**config.mk**
```make
export PLATFORM = sky130hd
export DESIGN_NAME = commit_stage_wide_flat
export DESIGN_NICKNAME = d
export VERILOG_FILES = /design/src/rtl/commit_stage_wide_if.sv /design/src/rtl/commit_stage_wide.sv /design/src/flat_wrapper.sv
export SDC_FILE = /design/constraint.sdc
export NUM_CORES = 1
export LEC_CHECK = 0
export BUFFER_PORTS_ARGS = -buffer_cell sky130_fd_sc_hd__buf_4
export CAP_MARGIN = 20
export CELL_PAD_IN_SITES_DETAIL_PLACEMENT = 1
export CELL_PAD_IN_SITES_GLOBAL_PLACEMENT = 2
export CORE_AREA = 2 2 624 626
export DETAILED_ROUTE_END_ITERATION = 16
export DIE_AREA = 0 0 626 628
export HOLD_SLACK_MARGIN = 0.1
export PLACE_DENSITY = 0.35
export SLEW_MARGIN = 25
export SYNTH_ARGS = -nofsm -noshare
export SYNTH_HDL_FRONTEND = slang
export SYNTH_SLANG_ARGS = --single-unit
```
**constraint.sdc**
```tcl
create_clock -name clk -period 5.2 [get_ports clk]
set_input_delay 0 -clock clk [delete_from_list [all_inputs] [get_ports clk]]
set_output_delay 0 -clock clk [all_outputs]
set_load 0.01 [all_outputs]
```
**src/rtl/commit_stage_wide_if.sv**
```systemverilog
// Shared types and the commit-stage bus bundle.
// Combinational interface: no latency of its own.
// Backpressure is carried by commit_lsu_ready, no_st_pending and the acks.
package commit_stage_wide_pkg;
   typedef enum logic [3:0] {
      ADD, SUB, STORE, CSRRW, CSRRS, CSRRC, FENCE, FENCE_I, SFENCE_VMA
   } fu_op_t;

   typedef struct packed {
      logic [63:0] cause;
      logic [63:0] tval;
      logic        valid;
   } exception_t;

   typedef struct packed {
      fu_op_t      op;
      logic [6:0]  rd;
      logic [63:0] result;
      logic        valid;
      exception_t  ex;
   } scoreboard_entry_t;
endpackage

interface commit_stage_wide_if #(
   parameter int unsigned NR_COMMIT_PORTS = 4,
   parameter int unsigned MAX_STORES      = 1
);
   logic                                                    halt;
   logic                                                    flush_dcache;
   commit_stage_wide_pkg::scoreboard_entry_t [NR_COMMIT_PORTS-1:0] commit_instr;
   logic [NR_COMMIT_PORTS-1:0]                              commit_instr_valid;
   logic [NR_COMMIT_PORTS-1:0]                              commit_ack;
   logic [NR_COMMIT_PORTS-1:0][6:0]                         waddr;
   logic [NR_COMMIT_PORTS-1:0][63:0]                        wdata;
   logic [NR_COMMIT_PORTS-1:0]                              we;
   commit_stage_wide_pkg::exception_t                       exception;
   commit_stage_wide_pkg::fu_op_t                           csr_op;
   logic [63:0]                                             csr_wdata;
   logic [63:0]                                             csr_rdata;
   commit_stage_wide_pkg::exception_t                       csr_exception;
   logic [MAX_STORES-1:0]                                   commit_lsu;
   logic [MAX_STORES-1:0]                                   commit_lsu_ready;
   logic                                                    no_st_pending;
   logic                                                    commit_csr;
   logic                                                    fence_i;
   logic                                                    fence;
   logic                                                    sfence_vma;
   logic [63:0]                                             instret;

   // Environment side: scoreboard, LSU, CSR file and controller.
   modport master (
      output halt, flush_dcache, commit_instr, commit_instr_valid, csr_rdata,
             csr_exception, commit_lsu_ready, no_st_pending,
      input  commit_ack, waddr, wdata, we, exception, csr_op, csr_wdata,
             commit_lsu, commit_csr, fence_i, fence, sfence_vma, instret
   );

   // Commit stage side.
   modport slave (
      input  halt, flush_dcache, commit_instr, commit_instr_valid, csr_rdata,
             csr_exception, commit_lsu_ready, no_st_pending,
      output commit_ack, waddr, wdata, we, exception, csr_op, csr_wdata,
             commit_lsu, commit_csr, fence_i, fence, sfence_vma, instret
   );
endinterface

```
**src/rtl/commit_stage_wide.sv**
```systemverilog
// In-order multi-port commit: retires the longest ready prefix of head entries.
// Acks/writes/exceptions are combinational; FSM state and instret update next edge.
// Stops the prefix on missing LSU lanes, serialising ops, and drains stores for fences.
module commit_stage_wide
   import commit_stage_wide_pkg::*;
#(
   parameter int unsigned NR_COMMIT_PORTS = 4,
   parameter int unsigned MAX_STORES      = 1
) (
   input  logic                  clk,
   input  logic                  rst,
   commit_stage_wide_if.slave    bus
);

   typedef enum logic [1:0] {IDLE, DRAIN, FLUSH} state_t;

   state_t                     state, state_nxt;
   fu_op_t                     kind, kind_nxt;
   fu_op_t                     pulse_kind;
   logic                       pulse;
   logic                       active, head_vld, irq, stop, lane_found;
   logic [NR_COMMIT_PORTS-1:0] exc_slot;
   logic [MAX_STORES-1:0]      lane_used;
   logic [7:0]                 n_ret;
   logic [63:0]                instret;
   scoreboard_entry_t          entry;

   function automatic logic is_fence(input fu_op_t op);
      return (op == FENCE) || (op == FENCE_I) || (op == SFENCE_VMA);
   endfunction

   function automatic logic is_csr(input fu_op_t op);
      return (op == CSRRW) || (op == CSRRS) || (op == CSRRC);
   endfunction

   // Per-cycle retire decision, fence FSM next state and retire count.
   always_comb begin
      bus.commit_ack = '0;
      bus.we         = '0;
      bus.waddr      = '0;
      bus.wdata      = '0;
      bus.exception  = '0;
      bus.csr_op     = ADD;
      bus.csr_wdata  = '0;
      bus.commit_lsu = '0;
      bus.commit_csr = 1'b0;
      pulse          = 1'b0;
      pulse_kind     = kind;
      exc_slot       = '0;
      lane_used      = '0;
      lane_found     = 1'b0;
      stop           = 1'b0;
      state_nxt      = state;
      kind_nxt       = kind;
      entry          = '0;
      n_ret          = '0;

      active   = !rst && !bus.halt;
      head_vld = bus.commit_instr[0].valid && bus.commit_instr_valid[0];
      irq      = active && (state == IDLE) && head_vld &&
                 bus.csr_exception.valid && bus.csr_exception.cause[63];

      if (irq) begin
         // Interrupts take nothing from the window and override any exception.
         bus.exception      = bus.csr_exception;
         bus.exception.tval = '0;
      end else if (active && (state == IDLE)) begin
         for (int i = 0; i < int'(NR_COMMIT_PORTS); i++) begin
            entry = bus.commit_instr[i];
            if (!stop) begin
               if (!(entry.valid && bus.commit_instr_valid[i])) begin
                  stop = 1'b1;
               end else if (entry.ex.valid) begin
                  bus.commit_ack[i] = 1'b1;
                  bus.exception     = entry.ex;
                  exc_slot[i]       = 1'b1;
                  stop              = 1'b1;
               end else if (is_fence(entry.op) || is_csr(entry.op) ||
                            (bus.flush_dcache && entry.op != STORE)) begin
                  // Serialising: only slot 0 may retire it, nothing behind it does.
                  stop = 1'b1;
                  if (i == 0) begin
                     if (is_csr(entry.op)) begin
                        bus.commit_ack[0] = 1'b1;
                        bus.commit_csr    = 1'b1;
                        bus.csr_op        = entry.op;
                        bus.csr_wdata     = entry.result;
                        bus.waddr[0]      = entry.rd;
                        bus.wdata[0]      = bus.csr_rdata;
                        if (bus.csr_exception.valid) begin
                           bus.exception      = bus.csr_exception;
                           bus.exception.tval = entry.ex.tval;
                           exc_slot[0]        = 1'b1;
                        end else begin
                           bus.we[0] = 1'b1;
                        end
                     end else begin
                        // A pending D$ flush rides on this instruction as FENCE_I.
                        kind_nxt = is_fence(entry.op) ? entry.op : FENCE_I;
                        if (bus.no_st_pending) begin
                           bus.commit_ack[0] = 1'b1;
                           if (!is_fence(entry.op)) begin
                              bus.we[0]    = 1'b1;
                              bus.waddr[0] = entry.rd;
                              bus.wdata[0] = entry.result;
                           end
                           pulse      = 1'b1;
                           pulse_kind = kind_nxt;
                           state_nxt  = FLUSH;
                        end else begin
                           state_nxt = DRAIN;
                        end
                     end
                  end
               end else if (entry.op == STORE) begin
                  lane_found = 1'b0;
                  for (int k = 0; k < int'(MAX_STORES); k++) begin
                     if (!lane_found && bus.commit_lsu_ready[k] && !lane_used[k]) begin
                        lane_found        = 1'b1;
                        lane_used[k]      = 1'b1;
                        bus.commit_lsu[k] = 1'b1;
                     end
                  end
                  if (lane_found) bus.commit_ack[i] = 1'b1;
                  else            stop = 1'b1;
               end else begin
                  bus.commit_ack[i] = 1'b1;
                  bus.we[i]         = 1'b1;
                  bus.waddr[i]      = entry.rd;
                  bus.wdata[i]      = entry.result;
               end
            end
         end
      end else if (active && (state == DRAIN)) begin
         if (!head_vld) begin
            state_nxt = IDLE;
         end else if (bus.no_st_pending) begin
            bus.commit_ack[0] = 1'b1;
            pulse             = 1'b1;
            pulse_kind        = kind;
            state_nxt         = FLUSH;
         end
      end else if (active && (state == FLUSH)) begin
         state_nxt = IDLE;
      end

      bus.fence      = pulse && (pulse_kind == FENCE);
      bus.fence_i    = pulse && (pulse_kind == FENCE_I);
      bus.sfence_vma = pulse && (pulse_kind == SFENCE_VMA);

      for (int i = 0; i < int'(NR_COMMIT_PORTS); i++) begin
         if (bus.commit_ack[i] && !exc_slot[i]) n_ret = n_ret + 8'd1;
      end
   end

   // Fence FSM state, pending fence flavour and retired-instruction counter.
   always_ff @(posedge clk or posedge rst) begin
      if (rst) begin
         state   <= IDLE;
         kind    <= FENCE;
         instret <= '0;
      end else begin
         state   <= state_nxt;
         kind    <= kind_nxt;
         instret <= instret + 64'(n_ret);
      end
   end

   assign bus.instret = instret;

endmodule

```
**src/flat_wrapper.sv**
```systemverilog
// flat-port wrapper written by rule: the top's interface ports become plain ports
module commit_stage_wide_flat import commit_stage_wide_pkg::*;
#(
   parameter int unsigned NR_COMMIT_PORTS = 4,
   parameter int unsigned MAX_STORES      = 1
)
  (clk, rst, bus_halt, bus_flush_dcache, bus_commit_instr, bus_commit_instr_valid, bus_csr_rdata, bus_csr_exception, bus_commit_lsu_ready, bus_no_st_pending, bus_commit_ack, bus_waddr, bus_wdata, bus_we, bus_exception, bus_csr_op, bus_csr_wdata, bus_commit_lsu, bus_commit_csr, bus_fence_i, bus_fence, bus_sfence_vma, bus_instret);
  commit_stage_wide_if #(.NR_COMMIT_PORTS(NR_COMMIT_PORTS), .MAX_STORES(MAX_STORES)) bus_i ();
  input  logic clk;
  input  logic rst;
  input wire logic [$bits(bus_i.halt)-1:0] bus_halt;
  input wire logic [$bits(bus_i.flush_dcache)-1:0] bus_flush_dcache;
  input wire logic [$bits(bus_i.commit_instr)-1:0] bus_commit_instr;
  input wire logic [$bits(bus_i.commit_instr_valid)-1:0] bus_commit_instr_valid;
  input wire logic [$bits(bus_i.csr_rdata)-1:0] bus_csr_rdata;
  input wire logic [$bits(bus_i.csr_exception)-1:0] bus_csr_exception;
  input wire logic [$bits(bus_i.commit_lsu_ready)-1:0] bus_commit_lsu_ready;
  input wire logic [$bits(bus_i.no_st_pending)-1:0] bus_no_st_pending;
  output wire logic [$bits(bus_i.commit_ack)-1:0] bus_commit_ack;
  output wire logic [$bits(bus_i.waddr)-1:0] bus_waddr;
  output wire logic [$bits(bus_i.wdata)-1:0] bus_wdata;
  output wire logic [$bits(bus_i.we)-1:0] bus_we;
  output wire logic [$bits(bus_i.exception)-1:0] bus_exception;
  output wire logic [$bits(bus_i.csr_op)-1:0] bus_csr_op;
  output wire logic [$bits(bus_i.csr_wdata)-1:0] bus_csr_wdata;
  output wire logic [$bits(bus_i.commit_lsu)-1:0] bus_commit_lsu;
  output wire logic [$bits(bus_i.commit_csr)-1:0] bus_commit_csr;
  output wire logic [$bits(bus_i.fence_i)-1:0] bus_fence_i;
  output wire logic [$bits(bus_i.fence)-1:0] bus_fence;
  output wire logic [$bits(bus_i.sfence_vma)-1:0] bus_sfence_vma;
  output wire logic [$bits(bus_i.instret)-1:0] bus_instret;
  assign bus_i.halt = bus_halt;
  assign bus_i.flush_dcache = bus_flush_dcache;
  assign bus_i.commit_instr = bus_commit_instr;
  assign bus_i.commit_instr_valid = bus_commit_instr_valid;
  assign bus_i.csr_rdata = bus_csr_rdata;
  assign bus_i.csr_exception = bus_csr_exception;
  assign bus_i.commit_lsu_ready = bus_commit_lsu_ready;
  assign bus_i.no_st_pending = bus_no_st_pending;
  assign bus_commit_ack = bus_i.commit_ack;
  assign bus_waddr = bus_i.waddr;
  assign bus_wdata = bus_i.wdata;
  assign bus_we = bus_i.we;
  assign bus_exception = bus_i.exception;
  assign bus_csr_op = bus_i.csr_op;
  assign bus_csr_wdata = bus_i.csr_wdata;
  assign bus_commit_lsu = bus_i.commit_lsu;
  assign bus_commit_csr = bus_i.commit_csr;
  assign bus_fence_i = bus_i.fence_i;
  assign bus_fence = bus_i.fence;
  assign bus_sfence_vma = bus_i.sfence_vma;
  assign bus_instret = bus_i.instret;
  commit_stage_wide #(.NR_COMMIT_PORTS(NR_COMMIT_PORTS), .MAX_STORES(MAX_STORES)) u_core (.clk(clk), .rst(rst), .bus(bus_i));
endmodule
```
After elaboration in Yosys (flattened, before gate mapping)
Cells that the tools add are included.
{ "totals": {"word_cells": 391, "ff_bits": 70, "output_inout_bits": 558, "inputBits": 1023} }
{ "classes": {"n_reduce_logical": 62, "n_eq_ne": 42, "bitwise": 3, "add_sub_neg": 4, "muxes": 277} }
{ "op_table": {"columns": ["cell", "count"], "rows": [
  ["two-way mux 129 bit", 16],
  ["two-way mux 64 bit", 28],
  ["two-way mux 256 bit", 2],
  ["two-way mux 1 bit", 174],
  ["two-way mux 7 bit", 22],
  ["two-way mux 4 bit", 19],
  ["equality test 4 x 3 -> 1 bit (second input constant)", 18],
  ["adder 64 x 8 -> 64 bit", 1],
  ["two-way mux 28 bit", 2],
  ["equality test 4 x 2 -> 1 bit (second input constant)", 8],
  ["logical AND 1 bit", 25],
  ["logical OR 1 bit", 24],
  ["two-way mux 8 bit", 3],
  ["equality test 4 bit (second input constant)", 5],
  ["two-way mux 2 bit", 10],
  ["adder 8 x 1 -> 8 bit (second input constant)", 2],
  ["inequality test 4 x 2 -> 1 bit (second input constant)", 4],
  ["logical NOT 1 bit", 9],
  ["AND reduction 7 bit", 1],
  ["inequality test 2 bit (second input constant)", 3],
  ["AND reduction 6 bit", 1],
  ["inequality test 4 bit (second input constant)", 1],
  ["two-way mux 3 bit", 1],
  ["inverter 1 bit", 3],
  ["6 further kinds", 6]
]} }

Logic depth before layout (Yosys ltp)
{ "logic_depth": {"word_depth": 59, "ltp_mapped": 23, "ltp_nobuf": 21} }

Worst setup path after synthesis
No wires, ideal clock.
{ "synth_path": {"path_type": "reg2reg", "startpoint": "reg u_core.state[1]", "endpoint": "reg u_core.instret[51], in the netlist u_core.bus.instret[51]", "required_ns": 5.121, "arrival_ns": 4.650, "stages_incl_launch_ff": 20, "setup_ns": 0.079, "setup_slack_ns": 0.471, "synth_period_minus_slack_ns": 4.729, "path_buffers": 2, "cell_sequence": "dfrtp_1 -> nor4_2 -> and2_1 -> clkbuf_1 -> a21oi_1 -> a21oi_1 -> nand2_1 -> ha_1 -> xnor2_1 -> ha_1 -> mux2_1 -> ha_1 -> a21o_1 -> a21oi_1 -> o21ai_0 -> nand3_1 -> or4_1 -> clkbuf_1 -> nor3_1 -> xor2_1"} }
{ "synth_between": {"word_cells_on_any_way": 29, "cone_classes": "add/sub (4); eq/ne (1); mux (10); reduce/logical (14)"} }
{ "synth_rtl": {"columns": ["element", "line_no", "text"], "rows": [
  ["from (decl)", "commit_stage_wide.sv:17", "state_t state, state_nxt;"],
  ["from (signal assigned)", "commit_stage_wide.sv:163", "state <= state_nxt;"],
  ["branches (longest 5 deep; another with equality test 2 x 1 -> 1 bit)", null, null],
  ["two-way mux 4 bit (*)", "commit_stage_wide.sv:63", "if (irq) begin"],
  ["net bus_commit_ack[0]", "flat_wrapper.sv:19", "output wire logic [$bits(bus_i.commit_ack)-1:0] bus_commit_ack;"],
  ["logical AND 1 bit (*)", "commit_stage_wide.sv:152", "if (bus.commit_ack[i] && !exc_slot[i]) n_ret = n_ret + 8'd1;"],
  ["two-way mux 1 bit (*)", "commit_stage_wide.sv:152", null],
  ["adder 1 x 1 -> 2 bit", "commit_stage_wide.sv:152", null],
  ["two-way mux 8 bit (*)", "commit_stage_wide.sv:152", null],
  ["adder 8 x 1 -> 8 bit", "commit_stage_wide.sv:152", null],
  ["two-way mux 8 bit (*)", "commit_stage_wide.sv:152", null],
  ["adder 8 x 1 -> 8 bit", "commit_stage_wide.sv:152", null],
  ["two-way mux 8 bit (*)", "commit_stage_wide.sv:152", null],
  ["adder 64 x 8 -> 64 bit (*)", "commit_stage_wide.sv:165", "instret <= instret + 64'(n_ret);"],
  ["to (signal assigned)", "commit_stage_wide.sv:165", null],
  ["to (decl)", "commit_stage_wide.sv:25", "logic [63:0] instret;"]
]} }
Mark *: on every way through the listed nets, which the timed path passes.
A chain may end at the register's enable or synchronous reset.

Worst setup path after layout
{ "layout_path": {"startpoint": "reg u_core.state[1]", "endpoint": "reg u_core.instret[51], in the netlist u_core.bus.instret[51]"} }
{ "layout_between": {"elab_chain_cells": 16, "word_cells_on_any_way": 29, "cone_classes": "add/sub (4); eq/ne (1); mux (10); reduce/logical (14)"} }
{ "layout_lines": {"columns": ["element", "line_no", "text"], "rows": [
  ["logical NOT 2 bit", "commit_stage_wide.sv:60, commit_stage_wide.sv:67", null],
  ["logical AND 1 bit", "commit_stage_wide.sv:60, commit_stage_wide.sv:67", null],
  ["logical AND 1 bit (2 in a row)", "commit_stage_wide.sv:60", "irq = active && (state == IDLE) && head_vld &&"],
  ["logical AND 1 bit", "commit_stage_wide.sv:61", "bus.csr_exception.valid && bus.csr_exception.cause[63];"],
  ["two-way mux 4 bit", "commit_stage_wide.sv:63", null],
  ["logical NOT 1 bit", "commit_stage_wide.sv:152", null],
  ["logical AND 1 bit", "commit_stage_wide.sv:152", null],
  ["two-way mux 1 bit", "commit_stage_wide.sv:152", null],
  ["adder 1 x 1 -> 2 bit", "commit_stage_wide.sv:152", null],
  ["two-way mux 8 bit", "commit_stage_wide.sv:152", null],
  ["adder 8 x 1 -> 8 bit", "commit_stage_wide.sv:152", null],
  ["two-way mux 8 bit", "commit_stage_wide.sv:152", null],
  ["adder 8 x 1 -> 8 bit", "commit_stage_wide.sv:152", null],
  ["two-way mux 8 bit (*)", "commit_stage_wide.sv:152", null],
  ["adder 64 x 8 -> 64 bit (*)", "commit_stage_wide.sv:165", null]
]} }
Mark *: on every way between the ends. The rest lies on a longest branch, timed or not.

==> impl_results.html <==
<table>
<tr><th>Metric</th><th>Value</th></tr>
<tr><th colspan="2">Status</th></tr>
<tr><td>Run status</td><td>completed</td></tr>
<tr><th colspan="2">Pwr</th></tr>
<tr><td>Leakage dissipation</td><td>11.9 nW</td></tr>
<tr><td>Worst IR drop on VDD</td><td>approximately 0.00013 V</td></tr>
<tr><td>Power density over cell area</td><td>between 90 and 100 nW/um2</td></tr>
<tr><td>Overall power of the completed layout</td><td>between 2 and 3 mW</td></tr>
<tr><th colspan="2">Synthesis</th></tr>
<tr><td>Share of Yosys cell area claimed by the top area cell type</td><td>0.162</td></tr>
<tr><td>Largest area contributor in the synthesized netlist</td><td>sky130_fd_sc_hd__dfrtp_1</td></tr>
<tr><td>Register area share after synthesis</td><td>0.167</td></tr>
<tr><td>YS warnings</td><td>0</td></tr>
<tr><td>Biggest area contributors in the synthesized netlist</td><td>sky130_fd_sc_hd__dfrtp_1 (16%), sky130_fd_sc_hd__and2_1 (13%), sky130_fd_sc_hd__a222oi_1 (12%)</td></tr>
<tr><td>Primary flip-flop cell chosen by synthesis mapping</td><td>sky130_fd_sc_hd__dfrtp_1</td></tr>
<tr><td>Syn Inst Count</td><td>about 1.5k</td></tr>
<tr><td>Count of different cell masters after synthesis</td><td>71</td></tr>
<tr><td>Mapped Area</td><td>~11,000 um2</td></tr>
<tr><td>Number of flops mapped to enable cells by yosys</td><td>0</td></tr>
<tr><td>Post-synthesis register bit count</td><td>70</td></tr>
<tr><td>Post-Syn Area per Cell</td><td>around 7 um2</td></tr>
<tr><td>Async SR Flop Fraction</td><td>1.00</td></tr>
<tr><th colspan="2">Die</th></tr>
<tr><td>Die W</td><td>626 um</td></tr>
<tr><td>DIE AREA</td><td>roughly 390,000 um2</td></tr>
<tr><td>Ports</td><td>1,581</td></tr>
<tr><td>Floorplan core area</td><td>a little under 400,000 um2</td></tr>
<tr><td>Number of core rows</td><td>229</td></tr>
<tr><td>Initial core utilization</td><td>0.0272</td></tr>
<tr><td>Height of the chip</td><td>around 630 um</td></tr>
<tr><th colspan="2">Global route</th></tr>
<tr><td>Number of antenna violations at the first check in global routing</td><td>222</td></tr>
<tr><td>Sum of overflow across all layers after global routing</td><td>0</td></tr>
<tr><td>Largest net degree at the start of global routing</td><td>73</td></tr>
<tr><td>Global-route wire length before repair</td><td>about 340 mm</td></tr>
<tr><td>Global router's overall resource usage</td><td>0.140</td></tr>
<tr><td>Via count of the first global-routing pass</td><td>around 21k</td></tr>
<tr><th colspan="2">STA</th></tr>
<tr><td>Number of hold violations in the final report</td><td>0</td></tr>
<tr><td>Pins Over Slew Limit</td><td>0</td></tr>
<tr><td>Relative slew margins</td><td>0.242</td></tr>
<tr><td>Final setup violation count</td><td>0</td></tr>
<tr><td>Final worst-path cycle share</td><td>0.916</td></tr>
<tr><td>Setup repair after global routing missed its margin</td><td>false</td></tr>
<tr><td>Actual slew at the worst max-slew pin</td><td>1.14 ns</td></tr>
<tr><td>Final TNS setup</td><td>0 ns</td></tr>
<tr><td>Period minus WS final</td><td>4.76 ns</td></tr>
<tr><td>Fin Clk Skew</td><td>about 0.0098 ns</td></tr>
<tr><td>Fmax</td><td>around 210 MHz</td></tr>
<tr><th colspan="2">CTS</th></tr>
<tr><td>H-Tree Level Count</td><td>3</td></tr>
<tr><td>Clock-pin slew reported for the worst setup and hold paths after clock tree synthesis</td><td>approximately 0.070 ns</td></tr>
<tr><td>Number of buffers between clock root and the deepest sink</td><td>2</td></tr>
<tr><td>TritonCTS buffer count</td><td>9</td></tr>
<tr><td>Number of clock sinks</td><td>70</td></tr>
<tr><td>Clock network latency to the later pin of the worst-skew pair</td><td>0.36 ns</td></tr>
<tr><td>Clock tree from TritonCTS</td><td>yes</td></tr>
<tr><td>Buffer type at the clock tree root</td><td>sky130_fd_sc_hd__clkbuf_16</td></tr>
<tr><th colspan="2">Critical path</th></tr>
<tr><td>Top fanout value on the critical path</td><td>8</td></tr>
<tr><td>Cell with the biggest individual delay on the critical path</td><td>sky130_fd_sc_hd__or4_1</td></tr>
<tr><td>Worst flop-to-flop path startpoint</td><td>u_core.state[1]$_DFFE_PP0P_</td></tr>
<tr><td>Max incr delay on CP</td><td>around 0.63 ns</td></tr>
<tr><td>Required time at the endpoint of the critical path</td><td>between 5 and 6 ns</td></tr>
<tr><td>Crit. End Element</td><td>register</td></tr>
<tr><td>Critical Path Source Type</td><td>register</td></tr>
<tr><td>Launch point of the worst path</td><td>u_core.state[1]$_DFFE_PP0P_</td></tr>
<tr><td>Crit path arrival time</td><td>between 5 and 6 ns</td></tr>
<tr><td>Start-to-end type of the worst setup path</td><td>register to register</td></tr>
<tr><td>Cell repeated most along the worst path</td><td>sky130_fd_sc_hd__ha_1</td></tr>
<tr><td>Series of cell instances along the critical path</td><td>nor4_2 -&gt; and2_1 -&gt; buf_4 -&gt; nand4_1 -&gt; ha_1 -&gt; xnor2_1 -&gt; ha_1 -&gt; mux2_1 -&gt; ha_1 -&gt; a21o_1 -&gt; a21oi_1 -&gt; o21ai_0 -&gt; nand3_1 -&gt; or4_1 -&gt; nor3_1 -&gt; xor2_1</td></tr>
<tr><th colspan="2">Drt</th></tr>
<tr><td>Vias</td><td>20.0k</td></tr>
<tr><td>Average vias per placed instance</td><td>~2.4</td></tr>
<tr><td>Final routed wirelength across all metal layers</td><td>~290 mm</td></tr>
<tr><td>Violation count after the first detailed-routing iteration</td><td>1,771</td></tr>
<tr><td>Routed wirelength normalized by instance count</td><td>about 35 um</td></tr>
<tr><td>Residual DRC</td><td>0</td></tr>
<tr><td>Post-route antenna net violation count</td><td>0</td></tr>
<tr><td>Detailed Routing Iterations Pass 1</td><td>10</td></tr>
<tr><th colspan="2">Cells and area</th></tr>
<tr><td>Most frequent cells in the layout</td><td>sky130_fd_sc_hd__buf_4 (1,564), sky130_fd_sc_hd__nand2_1 (291), sky130_fd_sc_hd__and2_1 (221), sky130_fd_sc_hd__a21oi_1 (207), sky130_fd_sc_hd__a222oi_1 (127)</td></tr>
<tr><td>Fraction of layout cells with a size suffix above 1</td><td>0.550</td></tr>
<tr><td>Area overhead of the layout relative to synthesis</td><td>174%</td></tr>
<tr><td>Net count, final</td><td>3,995</td></tr>
<tr><td>Core occupancy in the finished layout</td><td>0.0745</td></tr>
<tr><td>Most common cell after layout, fill and taps aside</td><td>sky130_fd_sc_hd__buf_4</td></tr>
<tr><th colspan="2">Worst hold path</th></tr>
<tr><td>Worst min path class</td><td>primary input to register</td></tr>
<tr><td>Origin of the worst min-delay path</td><td>bus_halt</td></tr>
<tr><th colspan="2">Placement</th></tr>
<tr><td>Final weighted congestion of routability-driven global placement</td><td>0.881</td></tr>
<tr><td>Detailed-placement wirelength estimate</td><td>265 mm</td></tr>
<tr><td>Number of buffers inserted by port buffering</td><td>1,515</td></tr>
<tr><th colspan="2">Run</th></tr>
<tr><td>Max Cap Viol</td><td>0</td></tr>
</table>
-- path summary, 6_finish.rpt --
path | to | slack [ns] | depth (start not counted)
setup / recovery | u_core.bus.instret[51]$_DFF_PP0_ | 0.44 | 16
hold / removal | u_core.state[1]$_DFFE_PP0P_ | 0.13 | 5
setup reg to reg | u_core.bus.instret[51]$_DFF_PP0_ | 0.44 | 16
hold reg to reg | u_core.bus.instret[63]$_DFF_PP0_ | 0.48 | 1
max in group asynchronous | u_core.bus.instret[49]$_DFF_PP0_ | 4.11 | 4
min in group asynchronous | u_core.state[0]$_DFFE_PP0P_ | 0.19 | 3
-- layer usage --
layer / wire length [um] / share of wire / track usage
met5: 361 / 0.0013 / 0
met4: 2870 / 0.010 / 0.00662
met3: 32100 / 0.11 / 0.0655
met2: 140000 / 0.49 / 0.248
met1: 111000 / 0.39 / 0.159
-- where the power goes --
group	internal (mW)	switching [mW]	total [mW]
Combinational	0.690	0.746	1.44
Clock	0.375	0.288	0.662
Sequential	0.602	0.0588	0.660
Total	1.67	1.09	2.76
-- critical path, delay by kind of cell, from the launching register on --
kind                     cells  cell delay (ns)
AND/OR/NAND/NOR              6             1.80
adder cells (fa/ha/maj)      3             0.95
AO/OA/AOI/OAI                3             0.55
XOR/XNOR                     2             0.47
flip-flops                   1             0.42
multiplexers                 1             0.30
buffers and inverters        1             0.19
-- flip-flops by register name (all words and copies together), names as in the netlist --
| register | count |
|---|---|
| u_core.kind | 4 |
| u_core.bus.instret | 64 |
| u_core.state | 2 |
-- stage by stage --
step                      worst slack, ns  cells  hold slack, ns  instance area [um2]
after floorplan                     0.471   1523          0.0775                10500
after global placement              0.132   8144          -0.104                28400
after detailed placement            0.213   8148          -0.104                28400
after CTS                           0.357   8166           0.100                28800
after global routing               0.0375   8170           0.176                28800
final                               0.436   8189           0.129                28800
-- synthesized netlist by cell type (2+ instances only) --
library cell,instances
sky130_fd_sc_hd__mux2_2,3
sky130_fd_sc_hd__a221o_1,64
sky130_fd_sc_hd__clkbuf_1,97
sky130_fd_sc_hd__dfstp_2,2
sky130_fd_sc_hd__inv_1,22
sky130_fd_sc_hd__buf_4,6
sky130_fd_sc_hd__nor2_1,45
sky130_fd_sc_hd__a211o_1,2
sky130_fd_sc_hd__mux2i_1,5
sky130_fd_sc_hd__nor3b_1,3
sky130_fd_sc_hd__nor4_2,2
sky130_fd_sc_hd__o2111ai_1,2
sky130_fd_sc_hd__a21o_1,4
sky130_fd_sc_hd__o21a_1,2
sky130_fd_sc_hd__ha_1,7
sky130_fd_sc_hd__nor4b_1,2
sky130_fd_sc_hd__and2_1,221
sky130_fd_sc_hd__xor2_1,17
sky130_fd_sc_hd__nand3b_1,3
sky130_fd_sc_hd__a211oi_1,2
sky130_fd_sc_hd__a21oi_1,209
sky130_fd_sc_hd__xnor2_1,48
sky130_fd_sc_hd__nand4_1,23
sky130_fd_sc_hd__buf_6,7
sky130_fd_sc_hd__nand2_1,293
sky130_fd_sc_hd__or4_1,2
sky130_fd_sc_hd__nor4_1,3
sky130_fd_sc_hd__buf_2,36
sky130_fd_sc_hd__nand2b_1,8
sky130_fd_sc_hd__nand3_1,29
sky130_fd_sc_hd__and4_1,5
sky130_fd_sc_hd__o21ai_0,10
sky130_fd_sc_hd__dfrtp_1,68
sky130_fd_sc_hd__a2111oi_2,2
sky130_fd_sc_hd__o31ai_1,2
sky130_fd_sc_hd__nor2b_1,8
sky130_fd_sc_hd__buf_1,3
sky130_fd_sc_hd__a31oi_1,2
sky130_fd_sc_hd__and3_1,81
sky130_fd_sc_hd__a222oi_1,127
sky130_fd_sc_hd__nor3_1,15
-- cell families (layout without fill, tap and decap cells) --
family / Yosys count / count (layout) / share of synthesized area
XOR/XNOR: 65 / 65 / 0.0541
other: 1 / 25 / 0.000356
flip-flops: 70 / 70 / 0.167
buffers and inverters: 171 / 1617 / 0.0724
multiplexers: 9 / 9 / 0.00903
adder cells (fa/ha/maj): 8 / 8 / 0.0102
AND/OR/NAND/NOR: 756 / 756 / 0.373
AO/OA/AOI/OAI: 442 / 442 / 0.314
-- what timing repair did --
action,in CTS,in global routing
endpoints found under the hold margin,59,0
gates resized for setup,0,1
hold buffers,2,0
buffers inserted,0,0
setup endpoints to repair,0,15
-- final cells by class --
cell class,instances,area (um2)
Antenna cell,23,57.6
Clock buffer,10,229
Clock inverter,6,70.1
Fill cell,46400,358000
Inverter,22,82.6
Multi-Input combinational cell,1282,8160
Sequential cell,70,1750
Tap cell,5197,6500
Timing Repair Buffer,1579,12000
Note: power is estimated with default switching activity, not from simulation.
